**src/rtl/spi_adc_responder.sv**
```systemverilog
// SPI mode-0 responder that stands in for a 12-bit serial ADC.
// SPI pins are oversampled in the clk domain; each CS frame returns {zeros, sample} and captures MOSI.
module spi_adc_responder #(
  parameter int FRAME_BITS  = 16,
  parameter int DATA_BITS   = 12,
  parameter int SYNC_STAGES = 2
) (
  input  logic                  clk,
  input  logic                  rst_n,
  input  logic                  sck,
  input  logic                  cs_n,
  input  logic                  mosi,
  output logic                  miso,
  output logic                  miso_oe,
  input  logic [DATA_BITS-1:0]  sample_in,
  input  logic                  sample_load,
  output logic [FRAME_BITS-1:0] rx_data,
  output logic                  rx_valid,
  output logic                  busy,
  output logic                  frame_err
);

  localparam int CW = $clog2(FRAME_BITS + 1);

  typedef enum logic [1:0] {IDLE, SHIFT, DONE} state_t;

  state_t                 state_q, state_d;
  logic [SYNC_STAGES-1:0] sck_sync_q, sck_sync_d;
  logic [SYNC_STAGES-1:0] cs_sync_q, cs_sync_d;
  logic [SYNC_STAGES-1:0] mosi_sync_q, mosi_sync_d;
  logic                   sck_last_q, sck_last_d;
  logic                   cs_last_q, cs_last_d;
  logic [DATA_BITS-1:0]   hold_q, hold_d;
  logic [CW-1:0]          cnt_q, cnt_d;
  logic [FRAME_BITS-1:0]  tx_q, tx_d;
  logic [FRAME_BITS-1:0]  rx_sh_q, rx_sh_d;
  logic [FRAME_BITS-1:0]  rx_data_q, rx_data_d;
  logic                   rx_valid_q, rx_valid_d;
  logic                   busy_q, busy_d;
  logic                   frame_err_q, frame_err_d;
  logic                   miso_q, miso_d;
  logic                   miso_oe_q, miso_oe_d;
  logic [FRAME_BITS-1:0]  tx_load;

  logic sck_s, cs_s, mosi_s;
  logic sck_rise, sck_fall, cs_rise, cs_fall;

  assign sck_s    = sck_sync_q[SYNC_STAGES-1];
  assign cs_s     = cs_sync_q[SYNC_STAGES-1];
  assign mosi_s   = mosi_sync_q[SYNC_STAGES-1];
  assign sck_rise = sck_s & ~sck_last_q;
  assign sck_fall = ~sck_s & sck_last_q;
  assign cs_rise  = cs_s & ~cs_last_q;
  assign cs_fall  = ~cs_s & cs_last_q;

  always_comb begin
    sck_sync_d  = {sck_sync_q[SYNC_STAGES-2:0], sck};
    cs_sync_d   = {cs_sync_q[SYNC_STAGES-2:0], cs_n};
    mosi_sync_d = {mosi_sync_q[SYNC_STAGES-2:0], mosi};
    sck_last_d  = sck_s;
    cs_last_d   = cs_s;
    hold_d      = sample_load ? sample_in : hold_q;
    state_d     = state_q;
    cnt_d       = cnt_q;
    tx_d        = tx_q;
    rx_sh_d     = rx_sh_q;
    rx_data_d   = rx_data_q;
    rx_valid_d  = 1'b0;
    frame_err_d = 1'b0;
    busy_d      = busy_q;
    miso_d      = miso_q;
    miso_oe_d   = miso_oe_q;
    tx_load     = '0;
    tx_load[DATA_BITS-1:0] = sample_load ? sample_in : hold_q;

    case (state_q)
      IDLE: begin
        miso_d    = 1'b0;
        miso_oe_d = 1'b0;
        busy_d    = 1'b0;
        if (cs_fall) begin
          tx_d      = tx_load;
          miso_d    = tx_load[FRAME_BITS-1];
          miso_oe_d = 1'b1;
          busy_d    = 1'b1;
          cnt_d     = '0;
          state_d   = SHIFT;
        end
      end
      SHIFT: begin
        // CS wins over a coincident SCK edge; any early rise is an abort.
        if (cs_rise) begin
          frame_err_d = 1'b1;
          busy_d      = 1'b0;
          miso_oe_d   = 1'b0;
          miso_d      = 1'b0;
          state_d     = IDLE;
        end else if (sck_rise) begin
          rx_sh_d = {rx_sh_q[FRAME_BITS-2:0], mosi_s};
          cnt_d   = cnt_q + CW'(1);
          if (cnt_d == CW'(FRAME_BITS)) begin
            rx_data_d  = rx_sh_d;
            rx_valid_d = 1'b1;
            miso_d     = 1'b0;
            state_d    = DONE;
          end
        end else if (sck_fall) begin
          tx_d   = {tx_q[FRAME_BITS-2:0], 1'b0};
          miso_d = tx_q[FRAME_BITS-2];
        end
      end
      DONE: begin
        miso_d = 1'b0;
        if (cs_rise) begin
          busy_d    = 1'b0;
          miso_oe_d = 1'b0;
          state_d   = IDLE;
        end
      end
      default: state_d = IDLE;
    endcase
  end

  // cs sync resets low so a CS already asserted at release never looks like a fall.
  always_ff @(posedge clk or negedge rst_n) begin
    if (!rst_n) begin
      state_q     <= IDLE;
      sck_sync_q  <= '0;
      cs_sync_q   <= '0;
      mosi_sync_q <= '0;
      sck_last_q  <= 1'b0;
      cs_last_q   <= 1'b0;
      hold_q      <= '0;
      cnt_q       <= '0;
      tx_q        <= '0;
      rx_sh_q     <= '0;
      rx_data_q   <= '0;
      rx_valid_q  <= 1'b0;
      busy_q      <= 1'b0;
      frame_err_q <= 1'b0;
      miso_q      <= 1'b0;
      miso_oe_q   <= 1'b0;
    end else begin
      state_q     <= state_d;
      sck_sync_q  <= sck_sync_d;
      cs_sync_q   <= cs_sync_d;
      mosi_sync_q <= mosi_sync_d;
      sck_last_q  <= sck_last_d;
      cs_last_q   <= cs_last_d;
      hold_q      <= hold_d;
      cnt_q       <= cnt_d;
      tx_q        <= tx_d;
      rx_sh_q     <= rx_sh_d;
      rx_data_q   <= rx_data_d;
      rx_valid_q  <= rx_valid_d;
      busy_q      <= busy_d;
      frame_err_q <= frame_err_d;
      miso_q      <= miso_d;
      miso_oe_q   <= miso_oe_d;
    end
  end

  assign miso      = miso_q;
  assign miso_oe   = miso_oe_q;
  assign rx_data   = rx_data_q;
  assign rx_valid  = rx_valid_q;
  assign busy      = busy_q;
  assign frame_err = frame_err_q;

endmodule

```
**config.mk**
```make
export PLATFORM = sky130hd
export DESIGN_NAME = spi_adc_responder
export DESIGN_NICKNAME = d
export VERILOG_FILES = /design/src/rtl/spi_adc_responder.sv
export SDC_FILE = /design/constraint.sdc
export NUM_CORES = 1
export LEC_CHECK = 0
export ABC_CLOCK_PERIOD_IN_PS = 5800
export CAP_MARGIN = 20
export CORE_ASPECT_RATIO = 1.1
export CORE_MARGIN = 5
export CORE_UTILIZATION = 45
export CTS_CLUSTER_DIAMETER = 60
export CTS_CLUSTER_SIZE = 24
export DETAILED_ROUTE_END_ITERATION = 6
export DONT_BUFFER_PORTS = 1
export PLACE_DENSITY = 0.68
export SLEW_MARGIN = 20
export SYNTH_ARGS = -nofsm -noshare
export SYNTH_HDL_FRONTEND = slang
export SYNTH_SLANG_ARGS = --single-unit
export TNS_END_PERCENT = 20
```
**constraint.sdc**
```tcl
create_clock -name clk -period 5.8 [get_ports clk]
set_input_delay 0.58 -clock clk [delete_from_list [all_inputs] [get_ports clk]]
set_output_delay 0.58 -clock clk [all_outputs]
set_load 0.02 [all_outputs]
```
==> metrics, run 1 <==
slowest cell delay on critical path=0.54 ns; Worst slew margin=60.7%; final setup violation count=0; row count=32; fin crit share=between 40% and 50%; static leakage=between 1.5 and 2 nW; Clk pwr share=30.0%; Post-Syn Instances=239; GPL Wtd Cong=0.783; post-synthesis register bit count=77; Total Routing Usage GR=12.3%; CP Max Fanout=17; largest family of logic cells by synthesized area=multiplexers; clock-pin slew on the worst setup and hold paths=0.08 ns; pin count of the biggest net entering global routing=78; # fillers=608; nets=between 200 and 300; clock sink count=77; cell area after synthesis=3220 um^2; unrepaired setup endpoints after global routing=false; Placement Setup Slack=3.02 ns; Die Span Y=98.8 um; clock root cell=clkbuf_8; final slew viol count=0; drt drc=0; startpoint types=register; status=finished clean; Worst VDD drop=0.248 mV; CP Class=reg2reg; Worst EP arrival=2.97 ns; Setup TNS Final=0 ns; Slowest-stage cell, CP=nor2b_4; f_max=364 MHz; H-tree depth=3; switch share=28.9%; DR vias/cell=5.20; Synth Area in Compound Gates=6.44%; CTS resizes=0; asr flop ratio synth=100%; Ports=39; layout cells sized above 1=a little over a quarter; vias in the first global route=1,739; DR iter-0 viols=72; dpl hpwl=3380 um; Yosys cell types=40; Vias=between 1,500 and 2,000; area of the core=7010 um^2; DR WL/cell=15.0 um; endpoint class of the critical path=register; initial antenna violation count=0; register area share after synthesis=59.8%; switching power=about 410 uW; fin util=roughly 50%; Skew-Pair Late Insertion Delay=around 0.34 ns; mean post-synth cell area=approximately 13 um^2; Synth Area in XOR/XNOR=0.272%; Simple-Gate Fraction of Synth Area=7.30%; Setup Buffers After CTS=0; clk buf depth=2; antenna-violating nets left=0; Die Area=about 9000 um^2; Clock Skew=a little over 0.007 ns; critical-path cell list=inv_1, ha_1, inv_2, nor2_2, nand2_4, nor2b_4, mux2_2; Starting Density=between 40% and 50%; syn nets=264; port bufs=0; gr ovfl total=0; Hold Fails Final Rpt=0; Power Internal=between 1 and 1.5 mW; Diodes inserted=0; Min Clock Period, post-route=about 2.7 ns; Die W=90.7 um; final wirelength=4990 um; Hold Crit Class=in2async; Synth Flop Type=dfrtp_1; Reg power frac=50.4%; Syn. warnings=0; Max Cap Viol=0; post-synthesis mux area share=20.1%; DR pass1 iterations=4; EDFF count, synth=0; total CTS buffers=9; final worst setup slack=3.05 ns; worst slew pin tran=0.589 ns; CTS tree=built; P&R area growth vs syn=8.77%; CP Data Required Time=6.03 ns; global-route wire length before repair=8710 um; Logic pwr share=19.7%; adder-cell share of the synthesized area=about 2.7%; Pwr Density=slightly above 400 nW/um^2
-- sequential cells by signal, summed over array words and instances, names as in the netlist, 2 cells and up --
| name | cells |
|---|---|
| rx_data | 16 |
| rx_sh_q | 15 |
| tx_q | 15 |
| hold_q | 12 |
| cnt_q | 5 |
| cs_sync_q | 2 |
| mosi_sync_q | 2 |
| sck_sync_q | 2 |
| state_q | 2 |
-- worst paths after layout --
kind | depth (start not counted) | from | end | slack, ns
max in group asynchronous | 1 | rst_n | rx_sh_q[13]$_DFFE_PN0P_ | 5.37
hold reg to reg | 0 | sck_sync_q[0]$_DFF_PN0_ | sck_sync_q[1]$_DFF_PN0_ | 0.35
setup / recovery | 7 | state_q[1]$_DFFE_PN0P_ | rx_data[5]$_DFFE_PN0P_ | 3.05
hold / removal | 1 | rst_n | cnt_q[3]$_DFFE_PN0P_ | 0.11
min in group clk | 0 | mosi | mosi_sync_q[0]$_DFF_PN0_ | 0.26
setup reg to reg | 7 | state_q[1]$_DFFE_PN0P_ | rx_data[5]$_DFFE_PN0P_ | 3.05
-- worst max-delay path, delay by kind of cell (launching register included) --
kind	cells	cell delay [ns]
fa+ha+maj	1	0.49
buf+inv	2	0.33
flops	1	0.42
mux	1	0.40
simple gates	3	0.99
-- placed cells by master, fill, tap and decap left out, types with 2 or more instances in the layout --
| cell | n |
|---|---|
| dfrtp_1 | 77 |
| mux2_2 | 35 |
| a21oi_1 | 14 |
| nor2_1 | 13 |
| mux2i_1 | 12 |
| o21ai_0 | 10 |
| inv_1 | 9 |
| nand3_1 | 9 |
| mux2_4 | 9 |
| clkbuf_8 | 9 |
| ha_1 | 7 |
| nand2_1 | 5 |
| nand2b_1 | 3 |
| clkbuf_1 | 3 |
| nand3b_1 | 2 |
| or3_1 | 2 |
| o211ai_1 | 2 |
| nor3_1 | 2 |
| bufinv_16 | 2 |
-- final cells by class --
| type | count | area (um^2) | area share (%) |
|---|---|---|---|
| Tap cell | 85 | 106 | 3.03 |
| Multi-Input combinational cell | 142 | 1190 | 34.0 |
| Clock buffer | 12 | 135 | 3.85 |
| Timing Repair Buffer | 2 | 35.0 | 0.999 |
| Sequential cell | 77 | 1930 | 54.9 |
| Clock inverter | 4 | 72.6 | 2.07 |
| Inverter | 10 | 37.5 | 1.07 |
-- synth_stat cells (all sizes together) (2+ instances only) --
master  instances  share of area, %
dfrtp          77                60
mux2           44                16
a21oi          14               2.2
nor2           14               1.7
mux2i          12               3.7
o21ai          11               1.8
inv            10               1.2
buf             9               2.1
nand3           9               1.4
ha              7               2.7
nand2           6              0.93
nand2b          3              0.58
nand3b          2              0.47
nor2b           2              0.70
nor3            2              0.31
o211ai          2              0.47
or3             2              0.39
-- power groups by stage --
stage / combinational (mW) / clock, mW / sequential (mW)
2_1_floorplan: 0.243 / 0 / 0.702
3_3_place_gp: 0.265 / 0 / 0.723
3_5_place_dp: 0.272 / 0 / 0.727
4_1_cts: 0.285 / 0.443 / 0.716
5_1_grt: 0.323 / 0.464 / 0.731
6_report: 0.279 / 0.425 / 0.715
-- per-stage QoR --
stage	hold WS, ns	total power [mW]	instance area [um^2]	std cells
floorplan	0.284	0.945	3220	239
global placement	0.288	0.988	3270	315
detailed placement	0.288	0.999	3270	315
CTS	0.121	1.44	3510	332
global route	0.117	1.52	3510	332
finish	0.113	1.42	3510	332
-- timing repair --
action,in CTS,in global routing
endpoints found under the setup margin,0,0
hold buffers,1,0
endpoints found under the hold margin,77,0
-- cells by family (layout without fill, tap and decap cells) --
logic type / after synthesis / after routing
simple gates: 43 / 43
fa+ha+maj: 7 / 7
xor+xnor: 1 / 1
mux: 56 / 56
flops: 77 / 77
buf+inv: 20 / 28
compound gates: 35 / 35
-- metal layers --
layer	vias up	wire [um]	GRT usage (%)
met2	34	2340	17.4
met3	7	351	6.11
li1	845	-	-
met4	0	68	5.15
met1	841	2230	16.1
met5	-	0	0
No activity file was read; power rests on OpenSTA's default activity.
==> run 2: changes to the inputs <==
--- a/config.mk
+++ b/config.mk
@@ -5,7 +5,7 @@
 export SDC_FILE = /design/constraint.sdc
 export NUM_CORES = 1
 export LEC_CHECK = 0
-export ABC_CLOCK_PERIOD_IN_PS = 5800
+export ABC_CLOCK_PERIOD_IN_PS = 2300
 export CAP_MARGIN = 20
 export CORE_ASPECT_RATIO = 1.1
 export CORE_MARGIN = 5
@@ -14,7 +14,7 @@
 export CTS_CLUSTER_SIZE = 24
 export DETAILED_ROUTE_END_ITERATION = 6
 export DONT_BUFFER_PORTS = 1
-export PLACE_DENSITY = 0.68
+export PLACE_DENSITY = 0.7
 export SLEW_MARGIN = 20
 export SYNTH_ARGS = -nofsm -noshare
 export SYNTH_HDL_FRONTEND = slang
==> constraint.sdc (replaced) <==
create_clock -name clk -period 2.3 [get_ports clk]
set_input_delay 0.23 -clock clk [delete_from_list [all_inputs] [get_ports clk]]
set_output_delay 0.23 -clock clk [all_outputs]
set_load 0.02 [all_outputs]
==> run 2 against run 1 <==
  * Register-to-register slack got worse by 2.8 ns
  * Setup slack got worse by 2.8 ns
  * Non-clock buffer count increased by 7
  * Flip-flop and latch count unchanged
  * Hold slack got worse by 0.059 ns
  * Clock-buffer cell count decreased by 1
  * Clock skew about the same
  * Sequential power increased to 2.5 times the previous value
  * Global-route usage increased by 0.47 points
  * Maximum frequency increased by 35%
  * Sequential share of layout area decreased by 1.2 points
  * Final cell count increased by 2.1%
==> metrics, run 2 (synthesized netlist as in run 1, its figures left out) <==
Slowest-stage cell, CP=dfrtp_1; Worst EP arrival=2.26 ns; final slew viol count=0; reg2reg path depth=8; clock-pin slew on the worst setup and hold paths=~0.080 ns; Total Routing Usage GR=12.8%; Hold Fails Final Rpt=0; Ports=39; Clock Skew=0.00717 ns; Pwr Density=1020 nW/um^2; delay-heaviest family, CP=simple AND/OR/NAND/NOR gates; status=finished clean; hold endpoint=hold_q[4]$_DFF_PN0_; total CTS buffers=9; CP Max Fanout=17; dpl hpwl=3420 um; CP Class=reg2reg; final wirelength=5080 um; clk buf depth=2; P&R area growth vs syn=11.3%; f_max=493 MHz; Worst VDD drop=0.594 mV; CTS resizes=0; drt drc=0; clock root cell=clkbuf_8; layout cells sized above 1=28.3%; Die Area=around 9000 um^2; Placement Setup Slack=0.262 ns; CP Data Required Time=2.53 ns; nets=274; Hold Crit Class=in2reg; GPL Wtd Cong=0.756; final worst setup slack=0.272 ns; hold depth=1; Max Cap Viol=0; endpoint class of the critical path=register; Vias=1,774; unrepaired setup endpoints after global routing=false; hold_ws=0.0538 ns; fin crit share=88.2%; port bufs=0; DR pass1 iterations=4; reg2reg start=state_q[1]$_DFFE_PN0P_; critical-path cell list=inv_1, ha_1, inv_2, nor2_2, nand2_4, nor2b_4, buf_4, mux2_2; Die W=around 90 um; slowest cell delay on critical path=0.42 ns; DR vias/cell=~5.2; worst slew pin tran=~0.4 ns; row count=32; gr ovfl total=0; final setup violation count=0; Hold-fix buffers, CTS=5; static leakage=about 1.7 nW; clock sink count=a little under 80; sequential cell area=1930 um^2; Setup TNS Final=0 ns; initial antenna violation count=0; H-tree depth=3; area of the core=7010 um^2; Worst slew margin=73.3%; Min Clock Period, post-route=2.03 ns; antenna-violating nets left=0; Diodes inserted=0; pin count of the biggest net entering global routing=78; DR iter-0 viols=108; commonest non-fill, non-tap cells in the layout=dfrtp_1 (77), mux2_2 (35), a21oi_1 (14), nor2_1 (13), mux2i_1 (12); CTS tree=built; Die Span Y=98.8 um; Setup Buffers After CTS=0; Crit path buffers/inverters=3; global-route wire length before repair=9330 um; # fillers=603; DR WL/cell=15.0 um; Power, Total=roughly 3.7 mW; Starting Density=46.0%; vias in the first global route=1,891; Crit Reg-Reg Endpoint=rx_data[5]$_DFFE_PN0P_; startpoint types=register; max reg flops=16; area of the multi-input gates=1190 um^2; Register-to-Register Setup Slack=0.27 ns; Skew-Pair Late Insertion Delay=about 0.34 ns; commonest non-fill, non-tap cell in the layout=dfrtp_1; hold_sp=sample_in[4]
run 2: layout make-up:
class                      instances  share of cell area, %
clock buffer                      11                   3.94
clock inverter                     5                   2.34
inverter                          10                   1.05
multi-input combinational        142                   33.3
sequential                        77                   53.7
tap                               85                   2.96
timing repair buffer               9                   2.72
run 2: worst max path at each step:
stage | from | end | cells after the start
after floorplan | state_q[1]$_DFFE_PN0P_ | rx_data[10]$_DFFE_PN0P_ | 9
after global placement | state_q[1]$_DFFE_PN0P_ | rx_data[15]$_DFFE_PN0P_ | 8
after detailed placement | state_q[1]$_DFFE_PN0P_ | rx_data[3]$_DFFE_PN0P_ | 8
after CTS | state_q[1]$_DFFE_PN0P_ | rx_data[5]$_DFFE_PN0P_ | 8
after global routing | state_q[0]$_DFFE_PN0P_ | tx_q[2]$_DFFE_PN0P_ | 8
final | state_q[1]$_DFFE_PN0P_ | rx_data[5]$_DFFE_PN0P_ | 8
run 2: where the power goes:
group | switching [mW] | total (mW) | internal (mW)
sequential | 0.199 | 1.80 | 1.60
combinational | 0.377 | 0.732 | 0.355
clock | 0.497 | 1.14 | 0.643
total | 1.07 | 3.68 | 2.60
run 2: per-layer routing:
metal	up-vias	part of all wire (%)	routed length, um	track usage, %
met5	-	0	0	0
met4	0	0.91	46	4.81
met2	40	47	2380	18.7
met3	5	6.9	350	5.65
met1	877	45	2300	16.9
li1	852	-	-	-
run 2: stage by stage:
| step | std cells | util (%) | area [um^2] |
|---|---|---|---|
| 4_1_cts | 339 | 51.2 | 3590 |
| 3_3_place_gp | 318 | 47.0 | 3290 |
| 2_1_floorplan | 239 | - | 3220 |
| 3_5_place_dp | 318 | 47.0 | 3290 |
| 5_1_grt | 339 | 51.2 | 3590 |
| 6_report | 339 | 51.2 | 3590 |
